==> config.mk <==
export PLATFORM = sky130hd
export DESIGN_NAME = div_top_flat
export DESIGN_NICKNAME = d
export VERILOG_FILES = /design/src/rtl/div_top_if.sv /design/src/rtl/div_top.sv /design/src/flat_wrapper.sv
export SDC_FILE = /design/constraint.sdc
export NUM_CORES = 1
export LEC_CHECK = 0
export BUFFER_PORTS_ARGS = -buffer_cell sky130_fd_sc_hd__buf_2
export CORE_MARGIN = 4
export CORE_UTILIZATION = 40
export DETAILED_ROUTE_END_ITERATION = 8
export PLACE_DENSITY = 0.56
export SLEW_MARGIN = 25
export SYNTH_ARGS = -nofsm -noshare
export SYNTH_HDL_FRONTEND = slang
export SYNTH_SLANG_ARGS = --single-unit
==> constraint.sdc <==
create_clock -name i_clk -period 12.35 [get_ports i_clk]
set_input_delay 0.6175 -clock i_clk [delete_from_list [all_inputs] [get_ports i_clk]]
set_output_delay 0.6175 -clock i_clk [all_outputs]
set_load 0.01 [all_outputs]
==> src/rtl/div_top_if.sv <==
// EX <-> divider start/done handshake bundle: EX is master, divider is slave.
interface div_top_if #(parameter int XLEN = 32);
  logic            i_start;
  logic [2:0]      i_f3;
  logic [XLEN-1:0] i_rs1;
  logic [XLEN-1:0] i_rs2;
  logic            o_done;
  logic [XLEN-1:0] o_res;

  modport master (output i_start, i_f3, i_rs1, i_rs2, input o_done, o_res);
  modport slave  (input i_start, i_f3, i_rs1, i_rs2, output o_done, o_res);
endinterface

==> src/rtl/div_top.sv <==
// RV32M DIV/DIVU/REM/REMU radix-2 restoring divider, XLEN iterations per op.
// Optional ARVI_DIV_EARLY_EXIT_EN: trivial requests finish at the acceptance edge.
module div_top #(parameter int XLEN = 32) (
  input  logic      i_clk,
  input  logic      i_rst,
  div_top_if.slave  bus
);
  localparam int CW = $clog2(XLEN);

  typedef enum logic [1:0] {IDLE, CALC, DONE} state_t;
  state_t r_state, w_next;

  logic [CW-1:0]   r_cnt;
  logic [XLEN-1:0] r_rem, r_quo, r_dvs, r_a, r_res;
  logic [1:0]      r_f3;
  logic            r_na, r_nb, r_dz, r_ovf;

  logic            w_valid, w_sgn, w_na, w_nb, w_dz, w_ovf, w_early, w_last, w_done;
  logic [XLEN-1:0] w_ma, w_mb, w_rem_nx, w_quo_nx, w_it_res, w_e0_res;
  logic [XLEN:0]   w_sh, w_sub;

  function automatic logic [XLEN-1:0] fin(input logic [1:0] f3, input logic na, input logic nb,
                                          input logic dz, input logic ovf,
                                          input logic [XLEN-1:0] q, input logic [XLEN-1:0] r,
                                          input logic [XLEN-1:0] a);
    logic [XLEN-1:0] v;
    if (dz)          v = f3[1] ? a : '1;
    else if (ovf)    v = f3[1] ? '0 : {1'b1, {(XLEN-1){1'b0}}};
    else if (f3[1])  v = (!f3[0] && na) ? -r : r;
    else             v = (!f3[0] && (na ^ nb)) ? -q : q;
    return v;
  endfunction

  assign w_valid = bus.i_f3[2];
  assign w_sgn   = ~bus.i_f3[0];
  assign w_na    = w_sgn & bus.i_rs1[XLEN-1];
  assign w_nb    = w_sgn & bus.i_rs2[XLEN-1];
  assign w_ma    = w_na ? -bus.i_rs1 : bus.i_rs1;
  assign w_mb    = w_nb ? -bus.i_rs2 : bus.i_rs2;
  assign w_dz    = (bus.i_rs2 == '0);
  assign w_ovf   = w_sgn && (bus.i_rs1 == {1'b1, {(XLEN-1){1'b0}}}) && (bus.i_rs2 == '1);
`ifdef ARVI_DIV_EARLY_EXIT_EN
  assign w_early = w_dz | w_ovf | (w_mb > w_ma);
`else
  assign w_early = 1'b0;
`endif
  // Early exit: quotient is 0 and remainder is the dividend magnitude.
  assign w_e0_res = w_valid ? fin(bus.i_f3[1:0], w_na, w_nb, w_dz, w_ovf, '0, w_ma, bus.i_rs1) : '0;

  // Partial remainder after the shift needs one extra bit for the trial subtract.
  assign w_sh     = {r_rem, r_quo[XLEN-1]};
  assign w_sub    = w_sh - {1'b0, r_dvs};
  assign w_rem_nx = w_sub[XLEN] ? w_sh[XLEN-1:0] : w_sub[XLEN-1:0];
  assign w_quo_nx = {r_quo[XLEN-2:0], ~w_sub[XLEN]};
  assign w_last   = (r_cnt == CW'(XLEN-1));
  assign w_it_res = fin(r_f3, r_na, r_nb, r_dz, r_ovf, w_quo_nx, w_rem_nx, r_a);

  always_ff @(posedge i_clk) begin
    if (i_rst) r_state <= IDLE;
    else       r_state <= w_next;
  end

  always_comb begin
    w_next = r_state;
    w_done = 1'b0;
    case (r_state)
      IDLE: if (bus.i_start) w_next = (!w_valid || w_early) ? DONE : CALC;
      CALC: if (!bus.i_start) w_next = IDLE;
            else if (w_last)  w_next = DONE;
      DONE: begin
        w_done = 1'b1;
        w_next = IDLE;
      end
      default: w_next = IDLE;
    endcase
  end

  always_ff @(posedge i_clk) begin
    if (i_rst) begin
      r_cnt <= '0; r_rem <= '0; r_quo <= '0; r_dvs <= '0; r_a <= '0; r_res <= '0;
      r_f3  <= '0; r_na  <= 1'b0; r_nb <= 1'b0; r_dz <= 1'b0; r_ovf <= 1'b0;
    end else if (r_state == IDLE && bus.i_start) begin
      r_f3  <= bus.i_f3[1:0];
      r_na  <= w_na;
      r_nb  <= w_nb;
      r_dz  <= w_dz;
      r_ovf <= w_ovf;
      r_a   <= bus.i_rs1;
      r_quo <= w_ma;
      r_dvs <= w_mb;
      r_rem <= '0;
      r_cnt <= '0;
      if (w_next == DONE) r_res <= w_e0_res;
    end else if (r_state == CALC && bus.i_start) begin
      r_rem <= w_rem_nx;
      r_quo <= w_quo_nx;
      r_cnt <= r_cnt + CW'(1);
      if (w_last) r_res <= w_it_res;
    end
  end

  assign bus.o_done = w_done;
  assign bus.o_res  = r_res;
endmodule

==> src/flat_wrapper.sv <==
// flat-port wrapper written by rule: the top's interface ports become plain ports
module div_top_flat 
#(parameter int XLEN = 32)
  (i_clk, i_rst, bus_i_start, bus_i_f3, bus_i_rs1, bus_i_rs2, bus_o_done, bus_o_res);
  div_top_if #(.XLEN(XLEN)) bus_i ();
  input  logic i_clk;
  input  logic i_rst;
  input wire logic [$bits(bus_i.i_start)-1:0] bus_i_start;
  input wire logic [$bits(bus_i.i_f3)-1:0] bus_i_f3;
  input wire logic [$bits(bus_i.i_rs1)-1:0] bus_i_rs1;
  input wire logic [$bits(bus_i.i_rs2)-1:0] bus_i_rs2;
  output wire logic [$bits(bus_i.o_done)-1:0] bus_o_done;
  output wire logic [$bits(bus_i.o_res)-1:0] bus_o_res;
  assign bus_i.i_start = bus_i_start;
  assign bus_i.i_f3 = bus_i_f3;
  assign bus_i.i_rs1 = bus_i_rs1;
  assign bus_i.i_rs2 = bus_i_rs2;
  assign bus_o_done = bus_i.o_done;
  assign bus_o_res = bus_i.o_res;
  div_top #(.XLEN(XLEN)) u_core (.i_clk(i_clk), .i_rst(i_rst), .bus(bus_i));
endmodule
* Yosys cells after proc, flatten, opt, wreduce, memory -nomap -nowiden
Index checks and enable logic that the tools add are counted.
** Storage, ports and cells
- Output and inout port bits :: 33
- Input port bits :: 70
- Register bits :: 173
** Operators by class
- $add $sub $neg :: 7
- Bitwise operators :: 5
- Eq/ne operators :: 7
- Muxes and demuxes :: 29
- Reduce and logical (&&, ||, !) cells :: 15
** Operators with widths (number)
- $mux 32 :: 23
- $neg 32->32 :: 5
- $eq 32x32->1 const B :: 2
- $sub 33x32->33 :: 1
- $logic_not 32->1 :: 1
- $mux 2 :: 4
- $logic_and 1x1->1 :: 7
- $add 5x1->5 const B :: 1
- $eq 5x5->1 const B :: 1
- $eq 2x2->1 const B :: 2
- $pmux 2 s2 :: 1
- $reduce_bool 2->1 :: 2
- $reduce_and 3->1 :: 1
- $and 1x1->1 :: 2
- $eq 2x1->1 const B :: 1
- $logic_not 1->1 :: 2
- $logic_not 2->1 :: 1
- $ne 2x2->1 const B :: 1
- $not 1->1 :: 2
- $reduce_or 2->1 :: 1
- $mux 1 :: 1
- $xor 1x1->1 :: 1

* Longest topological paths before layout
- Word-level depth :: 11
- Depth in mapped cells :: 23
- Depth with buffers taken out :: 21

* Worst setup path before layout
Ideal clock, no wire load.
- Kind :: register -> register
- From :: reg u_core.r_quo[31]
- To :: reg u_core.r_res[30], in the netlist u_core.bus.o_res[30]
- Cell stages (with the launch flop) :: 23
- Buffers on the path :: 2
- Required time :: 12234 ps
- Period minus slack after synthesis :: 4597 ps
- Library setup time :: 116 ps
- Setup slack :: 7753 ps
- Arrival time :: 4481 ps
- Path through :: dfxtp_1 -> inv_1 -> ha_1 -> inv_1 -> fa_1 -> a211oi_2 -> o211ai_1 -> a211oi_2 -> nor3b_1 -> o211a_1 -> inv_1 -> buf_4 -> clkbuf_1 -> ha_1 -> nand3_1 -> nor4_1 -> nand2_1 -> o41ai_1 -> xor2_1 -> o21ai_0 -> nand3_1 -> a21oi_1 -> a41o_1
** On the way
- Cells in the longest elaborated chain, start to end :: 10
** Ends and longest elaborated chain
- from (decl) :: RTL line div_top.sv:14 : logic [XLEN-1:0] r_rem, r_quo, r_dvs, r_a, r_res;
- from (signal assigned) :: RTL line div_top.sv:89 : r_quo <= w_ma;
- from (signal assigned) :: RTL line div_top.sv:96 : r_quo <= w_quo_nx;
- $sub 33x32->33 :: RTL line div_top.sv:52 : assign w_sub = w_sh - {1'b0, r_dvs};
- $mux 32 / $not 1->1 (equally long branches) :: RTL line div_top.sv:53, div_top.sv:54
- $neg 32->32, on equally long branches :: RTL line div_top.sv:29, div_top.sv:30
- $mux 32, on equally long branches :: RTL line div_top.sv:29, div_top.sv:30
- $mux 32 (*) :: RTL line div_top.sv:29 : else if (f3[1]) v = (!f3[0] && na) ? -r : r;
- $mux 32 (*) :: RTL line div_top.sv:28 : else if (ovf) v = f3[1] ? '0 : {1'b1, {(XLEN-1){1'b0}}};
- $mux 32 (*) :: RTL line div_top.sv:27 : if (dz) v = f3[1] ? a : '1;
- $mux 32 (*) :: RTL line div_top.sv:98 : if (w_last) r_res <= w_it_res;
- $mux 32 (*) :: RTL line div_top.sv:94 : end else if (r_state == CALC && bus.i_start) begin
- $mux 32 (*) :: RTL line div_top.sv:82 : end else if (r_state == IDLE && bus.i_start) begin
- to (signal assigned) :: RTL line div_top.sv:93 : if (w_next == DONE) r_res <= w_e0_res;
- to (signal assigned) :: RTL line div_top.sv:98
- to (decl) :: RTL line div_top.sv:14
Mark *: on every way between the ends. The rest lies on a longest branch, timed or not. The select of a mux whose other input is x is not followed.
A chain may end at the register's enable or synchronous reset.

* Worst setup path after layout
Ends and elaborated chain as after synthesis.

==> impl_metrics.yaml <==
outcome:
  outcome: "completed"
cts:
  numCtsBuffers: 17
  clk_pin_slew_ps: 70
  cts_buffer_depth: 2
  htree_levels: 4
  clock_latency_ps: 460
  post_cts_resized: 0
  cts_tree: "yes"
  root_buffer: "clkbuf_16"
  ctsHoldBuffers: 0
  postCtsSetupBuffers: 0
  clock_sinks: 173
routing:
  drt_wl_total_mm: 46.5
  ant_nets: 0
  via_per_inst: 6.03
  drtIter0Drc: 1328
  wl_per_cell_um: 21.3
  drt_first_pass_iters: 8
  route.detailed.drc: 0
  vias: 13100
critical_path:
  critPathMaxFanout: 58
  cp-end-kind: "register"
  reg2reg_to: "u_core.bus.o_res[30]$_SDFFE_PP0P_"
  regToRegSetupSlack_ps: 6460
  cp-start-kind: "register"
  reg2reg_from: "u_core.r_quo[31]$_SDFFE_PP0P_"
  reg2reg_depth: 21
  cp.arrival_ps: 6230
  cp.required_ps: 12700
  setup.worst_path.class: "reg -> reg"
power_and_ir_drop:
  powerDensity_nw_per_um2: 113
  p_leak_uw: 0.00528
  ir_drop_mv: 0.0986
global_route:
  grt.met2_usage: 0.387
  grt-ovfl-total: 0
  first_global_vias: 11800
  grt_usage: 0.265
  use_met1: 0.398
  grt_max_degree: 91
  grt_antenna_before_repair: 0
  grt.met3_usage: 0.0608
  grt_pass1_wl_mm: 71.0
  busiest_layer: "met1"
logic_synthesis:
  synthMuxAreaShare: 0.0227
  yosysTopAreaCell: "dfxtp_1"
  synth_top_flop_cell: "dfxtp_1"
  netlist.area_leader.share: 0.273
  synthSimpleGateAreaFrac: 0.232
  synth_area_um2: 12700
  syn-instance-count: 1751
  synth.avg_cell_area_um2: 7.23
  synth_fa_ha_area_frac: 0.0401
  synth_xor_area_frac: 0.0913
  syn-num-nets: 1861
  seq_area_frac_synth: 0.273
  ys_ff_latch: 173
  synth_compound_area_frac: 0.285
  synth-edff-count: 0
  async_reset_ff_frac: 0
  ys_warn_count: 0
  synth_top_family_by_area: "compound AO/OA/AOI/OAI gates"
  synth_area_leaders: "dfxtp_1, a21oi_1, nand2_1"
  synth_cell_types: 81
place:
  dpl.hpwl_mm: 34.7
  portBuffers: 102
  place_inst: 2147
  place_area_um2: 13300
  routabilityCongestion: 0.949
  dpl_worst_slack_ps: 6260
die:
  core_um2: 30900
  core.rowCount: 64
  io_pins: 103
  start_util: 0.410
  die-width_um: 186
  die_area_um2: 34600
  die_h_um: 186
final_layout:
  multi_input_area_um2: 8510
  drive_above_1_share: 0.112
  fill_cells: 3228
  diodes: 0
  area_delta_synth_final_pct: 10.1
  fin_cells: 2179
  seqCellArea_um2: 3460
  mostFrequentLayoutCells: "nand2_1, a21oi_1, nor2_1"
  fin_area_um2: 13900
  mostFrequentLayoutCell: "nand2_1"
  nets: 1880
hold_path:
  min_path_cells: 3
  min_path_type: "in -> reg"
  hp-start: "bus_i_f3[1]"
  worstHoldEndpoint: "u_core.r_f3[1]$_SDFFE_PP0P_"
timing:
  setup_violations: 0
  rsz0062_at_grt: "no"
  setup-tns-final_ps: 0
  period_share: 0.477
  drv_slew: 0
  worst_slew_margin_rel: 0.314
  fmax_ghz: 0.170
  clock-skew-final_ps: 16.9
  tightest_slew_ps: 1020
  fin_hold_ws_ps: 414
  hold_viol: 0
  period_needed_ps: 5890
  worst_slack_ps: 6460
run:
  cap_violations: 0
## final cells by class
type                            instances  area share
Inverter                               54      0.0145
Clock buffer                           18      0.0315
Tap cell                              396      0.0355
Timing Repair Buffer                  120      0.0465
Multi-Input combinational cell       1404       0.610
Sequential cell                       173       0.248
Clock inverter                         14      0.0131
## worst max path at each step
stage	startpoint	to	slack (ps)	cells past startpoint
CTS	u_core.r_quo[31]$_SDFFE_PP0P_	u_core.bus.o_res[30]$_SDFFE_PP0P_	6210	21
global placement	u_core.r_quo[31]$_SDFFE_PP0P_	u_core.bus.o_res[30]$_SDFFE_PP0P_	6420	21
detailed placement	u_core.r_quo[31]$_SDFFE_PP0P_	u_core.bus.o_res[30]$_SDFFE_PP0P_	6260	21
global route	u_core.r_quo[31]$_SDFFE_PP0P_	u_core.bus.o_res[30]$_SDFFE_PP0P_	6030	21
floorplan	u_core.r_quo[31]$_SDFFE_PP0P_	u_core.bus.o_res[30]$_SDFFE_PP0P_	7750	22
finish	u_core.r_quo[31]$_SDFFE_PP0P_	u_core.bus.o_res[30]$_SDFFE_PP0P_	6460	21
## metal layers
metal,routed length [um],up-vias
met2,19700,487
met1,22200,6237
met5,0,-
li1,-,6377
met4,636,0
met3,3970,47
## power by group
group	leakage [uW]	total (uW)	switching (uW)	internal [uW]
clock network	0.000294	588	260	327
logic	0.00357	369	243	127
registers	0.00142	620	30.7	589
total	0.00528	1580	534	1040
## cell families after synthesis
kind of cell | Yosys count
AOI/OAI and AO/OA | 565
xor gates and xnor gates | 132
muxes | 27
buffers and inverters | 174
adders and majority gates | 40
DFF | 173
and+or+nand+nor | 640
## Yosys cell counts (10+ instances only)
cell type and count:
nor4_1 20, nor2_1 185, mux2i_1 13, o41ai_1 10
buf_1 13, nand2b_1 13, or3_1 25, ha_1 39
o21ai_0 120, mux2_2 14, xnor2_1 73, o31ai_1 21
or4_1 14, a21oi_1 202, nor3_1 37, inv_1 54
nand3_1 30, dfxtp_1 173, nor2b_1 13, nand2_1 242
clkbuf_1 89, a211oi_1 42, a31oi_1 16, buf_2 11
o211ai_1 10, xor2_1 59, a22oi_1 27, nand4_1 20
## state kept, by name, summed over array words and instances, names as in the netlist
| signal | flops |
|---|---|
| u_core.bus.o_res | 32 |
| u_core.r_a | 32 |
| u_core.r_cnt | 5 |
| u_core.r_dvs | 32 |
| u_core.r_dz | 1 |
| u_core.r_f3 | 2 |
| u_core.r_na | 1 |
| u_core.r_nb | 1 |
| u_core.r_ovf | 1 |
| u_core.r_quo | 32 |
| u_core.r_rem | 32 |
| u_core.r_state | 2 |
## per-stage QoR
step,utilization,power (uW)
2_1_floorplan,-,872
4_1_cts,0.451,1580
3_3_place_gp,0.431,992
6_report,0.451,1580
3_5_place_dp,0.431,993
5_1_grt,0.451,1650
## critical path, stage by stage, from the launching register on
cell and delay [ps]:
dfxtp_1 320, inv_1 70, ha_1 160, inv_1 50, fa_1 470, a211oi_2 340, o211ai_1 250, a211oi_2 370
nor3b_1 100, o211a_2 260, buf_4 310, inv_2 540, ha_1 330, nand3_1 170, nor4_1 580, nand2_1 270
o41ai_1 350, xor2_1 220, o21ai_0 100, nand3_1 130, a21oi_1 80, a41o_1 250
Power figures use the tool's default switching activity.
